<file path="src/rtl/imfu_mc_ctrl_pkg.sv">
// Shared types and constants for the integer multiply FU issue/result controller.
// MUL_CYCLES_DEF is also the value the multicycle timing constraint is built from.
package imfu_mc_ctrl_pkg;

  typedef enum logic [1:0] {
    IM_MUL    = 2'd0,
    IM_MULH   = 2'd1,
    IM_MULHSU = 2'd2,
    IM_MULHU  = 2'd3
  } im_op_t;

  localparam int IMFU_RSZ       = 32;
  localparam int MUL_CYCLES_DEF = 2;
  localparam int MUL_CNT_W      = 4;

  function automatic bit mul_cycles_legal(input int cycles, input int cnt_w);
    return (cycles >= 1) && (cycles <= ((1 << cnt_w) - 1));
  endfunction

endpackage

</file>
<file path="src/rtl/imfu_mc_ctrl_if.sv">
// Issue, multiplier-operand and result bundle around the multiply controller.
// master = surrounding EXE logic plus multiply FU; slave = the controller.
interface imfu_mc_ctrl_if #(
  parameter int RSZ = 32
);
  import imfu_mc_ctrl_pkg::*;

  logic           flush;
  logic           iss_valid;
  logic           iss_ready;
  im_op_t         iss_op;
  logic [RSZ-1:0] iss_rs1;
  logic [RSZ-1:0] iss_rs2;
  logic [4:0]     iss_rd_addr;
  logic [RSZ-1:0] mul_rs1;
  logic [RSZ-1:0] mul_rs2;
  im_op_t         mul_op;
  logic [RSZ-1:0] mul_rd_data;
  logic           res_valid;
  logic           res_ready;
  logic [RSZ-1:0] res_data;
  logic [4:0]     res_rd_addr;

  modport master (
    output flush, iss_valid, iss_op, iss_rs1, iss_rs2, iss_rd_addr,
    output mul_rd_data, res_ready,
    input  iss_ready, mul_rs1, mul_rs2, mul_op, res_valid, res_data, res_rd_addr
  );

  modport slave (
    input  flush, iss_valid, iss_op, iss_rs1, iss_rs2, iss_rd_addr,
    input  mul_rd_data, res_ready,
    output iss_ready, mul_rs1, mul_rs2, mul_op, res_valid, res_data, res_rd_addr
  );

endinterface

</file>
<file path="src/rtl/imfu_mc_ctrl.sv">
// Multicycle multiply controller: holds operands MUL_CYCLES clocks, then registers the product.
// Result valid MUL_CYCLES edges after accept; issue stalls while busy or while the result is not taken.
module imfu_mc_ctrl
  import imfu_mc_ctrl_pkg::*;
#(
  parameter int RSZ        = IMFU_RSZ,
  parameter int MUL_CYCLES = MUL_CYCLES_DEF,
  parameter int CNT_W      = MUL_CNT_W
) (
  input  logic           clk_in,
  input  logic           reset_in,
  imfu_mc_ctrl_if.slave  bus
);

  if (!mul_cycles_legal(MUL_CYCLES, CNT_W)) begin : g_cfg_check
    $error("imfu_mc_ctrl: MUL_CYCLES out of range for CNT_W");
  end

  localparam logic [1:0] ST_IDLE = 2'd0;
  localparam logic [1:0] ST_CALC = 2'd1;
  localparam logic [1:0] ST_HOLD = 2'd2;

  localparam logic [CNT_W-1:0] CNT_LOAD = CNT_W'(MUL_CYCLES - 1);

  logic [1:0]       state_q;
  logic [CNT_W-1:0] cnt_q;
  im_op_t           op_q;
  logic [RSZ-1:0]   rs1_q;
  logic [RSZ-1:0]   rs2_q;
  logic [4:0]       rd_q;
  logic             res_valid_q;
  logic [RSZ-1:0]   res_data_q;
  logic [4:0]       res_rd_q;
  logic             accept;

  // Gated by reset so nothing is accepted while the block is held in reset.
  assign bus.iss_ready = reset_in & ~bus.flush &
                         ((state_q == ST_IDLE) | ((state_q == ST_HOLD) & bus.res_ready));
  assign accept        = bus.iss_valid & bus.iss_ready;

  assign bus.mul_rs1     = rs1_q;
  assign bus.mul_rs2     = rs2_q;
  assign bus.mul_op      = op_q;
  assign bus.res_valid   = res_valid_q;
  assign bus.res_data    = res_data_q;
  assign bus.res_rd_addr = res_rd_q;

  // Operands only move on accept, never in CALC, which keeps the multiplier path multicycle-safe.
  always_ff @(posedge clk_in or negedge reset_in) begin
    if (!reset_in) begin
      op_q  <= IM_MUL;
      rs1_q <= '0;
      rs2_q <= '0;
      rd_q  <= '0;
    end else if (accept) begin
      op_q  <= bus.iss_op;
      rs1_q <= bus.iss_rs1;
      rs2_q <= bus.iss_rs2;
      rd_q  <= bus.iss_rd_addr;
    end
  end

  always_ff @(posedge clk_in or negedge reset_in) begin
    if (!reset_in) begin
      state_q     <= ST_IDLE;
      cnt_q       <= '0;
      res_valid_q <= 1'b0;
      res_data_q  <= '0;
      res_rd_q    <= '0;
    end else if (bus.flush) begin
      state_q     <= ST_IDLE;
      cnt_q       <= '0;
      res_valid_q <= 1'b0;
    end else begin
      case (state_q)
        ST_IDLE: begin
          if (accept) begin
            state_q <= ST_CALC;
            cnt_q   <= CNT_LOAD;
          end
        end
        ST_CALC: begin
          if (cnt_q != '0) begin
            cnt_q <= cnt_q - 1'b1;
          end else begin
            res_data_q  <= bus.mul_rd_data;
            res_rd_q    <= rd_q;
            res_valid_q <= 1'b1;
            state_q     <= ST_HOLD;
          end
        end
        ST_HOLD: begin
          if (bus.res_ready) begin
            res_valid_q <= 1'b0;
            if (accept) begin
              state_q <= ST_CALC;
              cnt_q   <= CNT_LOAD;
            end else begin
              state_q <= ST_IDLE;
            end
          end
        end
        default: begin
          state_q     <= ST_IDLE;
          cnt_q       <= '0;
          res_valid_q <= 1'b0;
        end
      endcase
    end
  end

endmodule

</file>
<file path="src/flat_wrapper.sv">
// flat-port wrapper written by rule: the top's interface ports become plain ports
module imfu_mc_ctrl_flat import imfu_mc_ctrl_pkg::*;
#(
  parameter int RSZ        = IMFU_RSZ,
  parameter int MUL_CYCLES = MUL_CYCLES_DEF,
  parameter int CNT_W      = MUL_CNT_W
)
  (clk_in, reset_in, bus_flush, bus_iss_valid, bus_iss_op, bus_iss_rs1, bus_iss_rs2, bus_iss_rd_addr, bus_mul_rd_data, bus_res_ready, bus_iss_ready, bus_mul_rs1, bus_mul_rs2, bus_mul_op, bus_res_valid, bus_res_data, bus_res_rd_addr);
  imfu_mc_ctrl_if #(.RSZ(RSZ)) bus_i ();
  input  logic clk_in;
  input  logic reset_in;
  input wire logic [$bits(bus_i.flush)-1:0] bus_flush;
  input wire logic [$bits(bus_i.iss_valid)-1:0] bus_iss_valid;
  input wire logic [$bits(bus_i.iss_op)-1:0] bus_iss_op;
  input wire logic [$bits(bus_i.iss_rs1)-1:0] bus_iss_rs1;
  input wire logic [$bits(bus_i.iss_rs2)-1:0] bus_iss_rs2;
  input wire logic [$bits(bus_i.iss_rd_addr)-1:0] bus_iss_rd_addr;
  input wire logic [$bits(bus_i.mul_rd_data)-1:0] bus_mul_rd_data;
  input wire logic [$bits(bus_i.res_ready)-1:0] bus_res_ready;
  output wire logic [$bits(bus_i.iss_ready)-1:0] bus_iss_ready;
  output wire logic [$bits(bus_i.mul_rs1)-1:0] bus_mul_rs1;
  output wire logic [$bits(bus_i.mul_rs2)-1:0] bus_mul_rs2;
  output wire logic [$bits(bus_i.mul_op)-1:0] bus_mul_op;
  output wire logic [$bits(bus_i.res_valid)-1:0] bus_res_valid;
  output wire logic [$bits(bus_i.res_data)-1:0] bus_res_data;
  output wire logic [$bits(bus_i.res_rd_addr)-1:0] bus_res_rd_addr;
  assign bus_i.flush = bus_flush;
  assign bus_i.iss_valid = bus_iss_valid;
  assign bus_i.iss_op = bus_iss_op;
  assign bus_i.iss_rs1 = bus_iss_rs1;
  assign bus_i.iss_rs2 = bus_iss_rs2;
  assign bus_i.iss_rd_addr = bus_iss_rd_addr;
  assign bus_i.mul_rd_data = bus_mul_rd_data;
  assign bus_i.res_ready = bus_res_ready;
  assign bus_iss_ready = bus_i.iss_ready;
  assign bus_mul_rs1 = bus_i.mul_rs1;
  assign bus_mul_rs2 = bus_i.mul_rs2;
  assign bus_mul_op = bus_i.mul_op;
  assign bus_res_valid = bus_i.res_valid;
  assign bus_res_data = bus_i.res_data;
  assign bus_res_rd_addr = bus_i.res_rd_addr;
  imfu_mc_ctrl #(.RSZ(RSZ), .MUL_CYCLES(MUL_CYCLES), .CNT_W(CNT_W)) u_core (.clk_in(clk_in), .reset_in(reset_in), .bus(bus_i));
endmodule
</file>
<file path="config.mk">
export PLATFORM = sky130hd
export DESIGN_NAME = imfu_mc_ctrl_flat
export DESIGN_NICKNAME = d
export VERILOG_FILES = /design/src/rtl/imfu_mc_ctrl_pkg.sv /design/src/rtl/imfu_mc_ctrl_if.sv /design/src/rtl/imfu_mc_ctrl.sv /design/src/flat_wrapper.sv
export SDC_FILE = /design/constraint.sdc
export NUM_CORES = 1
export LEC_CHECK = 0
export CORE_MARGIN = 1.5
export CORE_UTILIZATION = 41
export CTS_CLUSTER_DIAMETER = 80
export CTS_CLUSTER_SIZE = 12
export DETAILED_ROUTE_END_ITERATION = 10
export PLACE_DENSITY = 0.81
export SLEW_MARGIN = 20
export SYNTH_ARGS = -nofsm -noshare
export SYNTH_HDL_FRONTEND = slang
export SYNTH_SLANG_ARGS = --single-unit
</file>
<file path="constraint.sdc">
create_clock -name clk_in -period 2.6 [get_ports clk_in]
set_clock_uncertainty 0.2 [all_clocks]
set_input_delay 0.65 -clock clk_in [delete_from_list [all_inputs] [get_ports clk_in]]
set_output_delay 0.65 -clock clk_in [all_outputs]
set_load 0.01 [all_outputs]
</file>
==> out/qor.csv, run 1 <==
stage,metric,value,unit
logic_synthesis,synth-warning-count,0,
final_layout,seq_area,0.00288,sq mm
final_layout,final_cell_mix,"clkdlybuf4s50_1, dfrtp_1, mux2_2",
logic_synthesis,synth_area_leaders,"dfrtp_1, mux2_2, mux2_4",
final_layout,fin_nets,615,
global_route,busiest_layer,met2,
logic_synthesis,syn_area,0.00444,sq mm
setup_path,worstSetupEndpointType,output pin,
detailed_routing,drt_iter0_drc,105,
status,run_status,completed,
logic_synthesis,synth-seq-area-share,64.8,%
power,p_leak,3.11,nW
setup_path,max_stage_delay,0.51,ns
power,swShare,25.6,%
final_layout,multiInputGateArea,0.00147,sq mm
clocking,htreeDepth,4,
power,ir_drop,0.657,mV
clocking,tritoncts,done,
clocking,cts_buffers,17,
final_layout,drive_above_1_share,30.9,%
logic_synthesis,ys_ff_latch,115,
placement,gp_congestion,0.787,
logic_synthesis,synth.distinct_cells,27,
sta,fin_crit_sh,97.9,%
global_route,grt_use_total,20.4,%
floorplan,fp.dieW,107,microns
setup_path,worstSetupStartpoint,bus_flush,
worst_hold_path,min_path_type,register to register,
clocking,cts-root-buf,clkbuf_8,
power,seqPwrFrac,35.6,%
final_layout,fill_cells,729,
floorplan,core_area,0.0104,sq mm
final_layout,area_growth,68.1,%
final_layout,antennaDiodeCount,0,
global_route,grt_use_met1,23.1,%
global_route,first_global_vias,3556,
setup_path,crit_fanout,3,
logic_synthesis,synth_top_area_share,64.8,%
power,power.share.combinational,30.9,%
setup_path,cp_top_family,buffers and inverters,
logic_synthesis,syn-num-nets,382,
clocking,path_clk_slew,0.05,ns
sta,worst_pin_slew,0.607,ns
sta,finalHoldViolCount,0,
sta,fin_crit,2.55,ns
floorplan,die_area,0.0115,sq mm
sta,slew_headroom,59.5,%
power,powerDensity,1010,mW/mm^2
final_layout,utilization,71.7,%
setup_path,critPathKind,input pin to output pin,
placement,io_buffers,212,
setup_path,crit_arrival,1.70,ns
sta,setup_violations,0,
global_route,use_met3,7.66,%
detailed_routing,totalWireLength,11100,microns
setup_path,path_cells,"clkdlybuf4s50_1, nor2_2, and3_1, dlygate4sd2_1",
sta,slew_viol_final,0,
setup_path,critical_path_buf_inv_count,2,
clocking,clock_latency,0.50,ns
power,p_clk_share,33.5,%
logic_synthesis,syn-instance-count,272,
final_layout,final_common_cell,clkdlybuf4s50_1,
detailed_routing,avgViaCountPerCell,4.83,
clocking,numClockSinks,115,
job,drv_cap,0,
floorplan,row_count,37,
clocking,cts_max_path_buffers,2,
logic_synthesis,avgSynthCellArea,16.3,sq um
sta,max_freq,0.393,GHz
detailed_routing,drc_errors,0,
sta,setup_slack,0.0542,ns
global_route,grt_max_degree,48,
setup_path,crit_path_top_delay_cell,clkdlybuf4s50_1,
floorplan,num_io_pins,213,
floorplan,start_util,42.6,%
placement,pre_cts_slack,-0.193,ns
logic_synthesis,yosysTopAreaCell,dfrtp_1,
global_route,grt_overflow,0,
setup_path,startpoint_type,input pin,
global_route,grt_pass1_wl,17800,microns
power,intPower,5.59,mW
power,switching_power,1.93,mW
detailed_routing,dr.pass1.iters,6,
worst_hold_path,min_from,u_core.rd_q[4]$_DFFE_PN0N_,
global_route,antenna_found_initial,0,
setup_path,worstReg2RegStart,u_core.cnt_q[0]$_DFFE_PN0P_,
floorplan,die_h,107,microns
detailed_routing,postRouteAntennaNets,0,
detailed_routing,vias,3162,
detailed_routing,wire_per_inst,17.0,microns
global_route,use_met2,34.3,%
placement,post-dp-hpwl,7970,microns
setup_path,worstPathRequired,1.75,ns
[layout make-up]
cell class	instances	share of cell area (%)
Clock inverter	13	2.77
Clock buffer	19	5.92
Inverter	2	0.101
Tap cell	136	2.28
Timing Repair Buffer	226	30.7
Sequential cell	115	38.5
Multi-Input combinational cell	143	19.7
[power by group through the flow]
stage	Clock, mW	Sequential (mW)	Combinational (mW)
after floorplan	0	2.92	0.613
after global placement	0	2.65	2.29
after detailed placement	0	2.70	2.33
after CTS	2.57	2.68	2.36
after global routing	2.67	2.75	2.47
final	2.52	2.67	2.32
[stage by stage]
step                      hold WS [ns]  cell area [sq um]  std cells  total power [mW]   TNS, ns
after floorplan                  0.154               4440        272              3.54         0
after global placement           0.283               6810        621              4.94     -2.24
after detailed placement         0.294               6810        621              5.03     -2.69
after CTS                        0.307               7460        654              7.61         0
after global routing             0.315               7470        654              7.89  -0.00133
final                            0.302               7470        654              7.52         0
[synthesized netlist by cell type (all sizes together)]
cell      n
o21ai     6
o31ai     2
nor3b     1
dfrtp   115
nor3      2
o41ai     1
nand3b    1
and3      1
nand2b    1
or3b      2
a311oi    1
and4      1
a21oi     2
nor2      8
or2       1
inv       2
nand2     2
o31a      1
buf      12
ha        2
mux2    108
[registers in the layout, indices dropped and copies added (netlist names)]
name	cells
u_core.bus.mul_op	2
u_core.bus.res_data	32
u_core.bus.res_rd_addr	5
u_core.bus.mul_rs2	32
u_core.rd_q	5
u_core.cnt_q	4
u_core.bus.res_valid	1
u_core.bus.mul_rs1	32
u_core.state_q	2
[repair_timing]
item | 4_1_cts | 5_1_grt
gates cloned | 0 | 0
endpoints found under the hold margin | 68 | 0
endpoints found under the setup margin | 1 | 1
hold buffers | 1 | 0
gates resized for setup | 1 | 1
buffers inserted | 0 | 0
[routing by layer]
| layer | wire [microns] | up-vias |
|---|---|---|
| li1 | - | 1437 |
| met1 | 4240 | 1553 |
| met2 | 5600 | 150 |
| met3 | 1070 | 22 |
| met4 | 235 | 0 |
| met5 | 0 | - |
[logic make-up (layout without fill, tap and decap cells)]
| kind of cell | after synthesis | count (layout) | share of synthesized area [%] |
|---|---|---|---|
| fa+ha+maj | 2 | 2 | 0.563 |
| compound gates | 13 | 13 | 1.83 |
| mux | 108 | 108 | 28.1 |
| simple gates | 20 | 20 | 2.65 |
| buf+inv | 14 | 260 | 2.11 |
| flops | 115 | 115 | 64.8 |
[path summary, 6_finish.rpt]
kind                       slack, ns  cells past startpoint                             endpoint
max                             0.05                      4                        bus_iss_ready
min                             0.30                      1           u_core.rd_q[4]$_DFFE_PN0N_
max reg2reg                     0.38                      6  u_core.bus.res_data[11]$_DFFE_PN0P_
min reg2reg                     0.30                      1           u_core.rd_q[4]$_DFFE_PN0N_
max in group asynchronous       0.77                      4    u_core.bus.mul_rs2[5]$_DFFE_PN0N_
min in group asynchronous       0.54                      3   u_core.bus.res_data[9]$_DFFE_PN0P_
[worst register-to-register path: stages (launching register included)]
cell	delay, ns
dfrtp_1	0.41
inv_1	0.10
ha_1	0.16
or3b_2	0.50
nor2_4	0.17
buf_12	0.21
mux2_2	0.36
No activity file was read; power rests on OpenSTA's default activity.
==> run 2, diff against run 1 <==
--- a/config.mk
+++ b/config.mk
@@ -7,11 +7,10 @@
 export LEC_CHECK = 0
 export CORE_MARGIN = 1.5
 export CORE_UTILIZATION = 41
-export CTS_CLUSTER_DIAMETER = 80
+export CTS_CLUSTER_DIAMETER = 30
 export CTS_CLUSTER_SIZE = 12
 export DETAILED_ROUTE_END_ITERATION = 10
 export PLACE_DENSITY = 0.81
-export SLEW_MARGIN = 20
 export SYNTH_ARGS = -nofsm -noshare
 export SYNTH_HDL_FRONTEND = slang
 export SYNTH_SLANG_ARGS = --single-unit
==> results of run 2 <==
No change in the layout: final DEF, timing and power equal those of run 1.
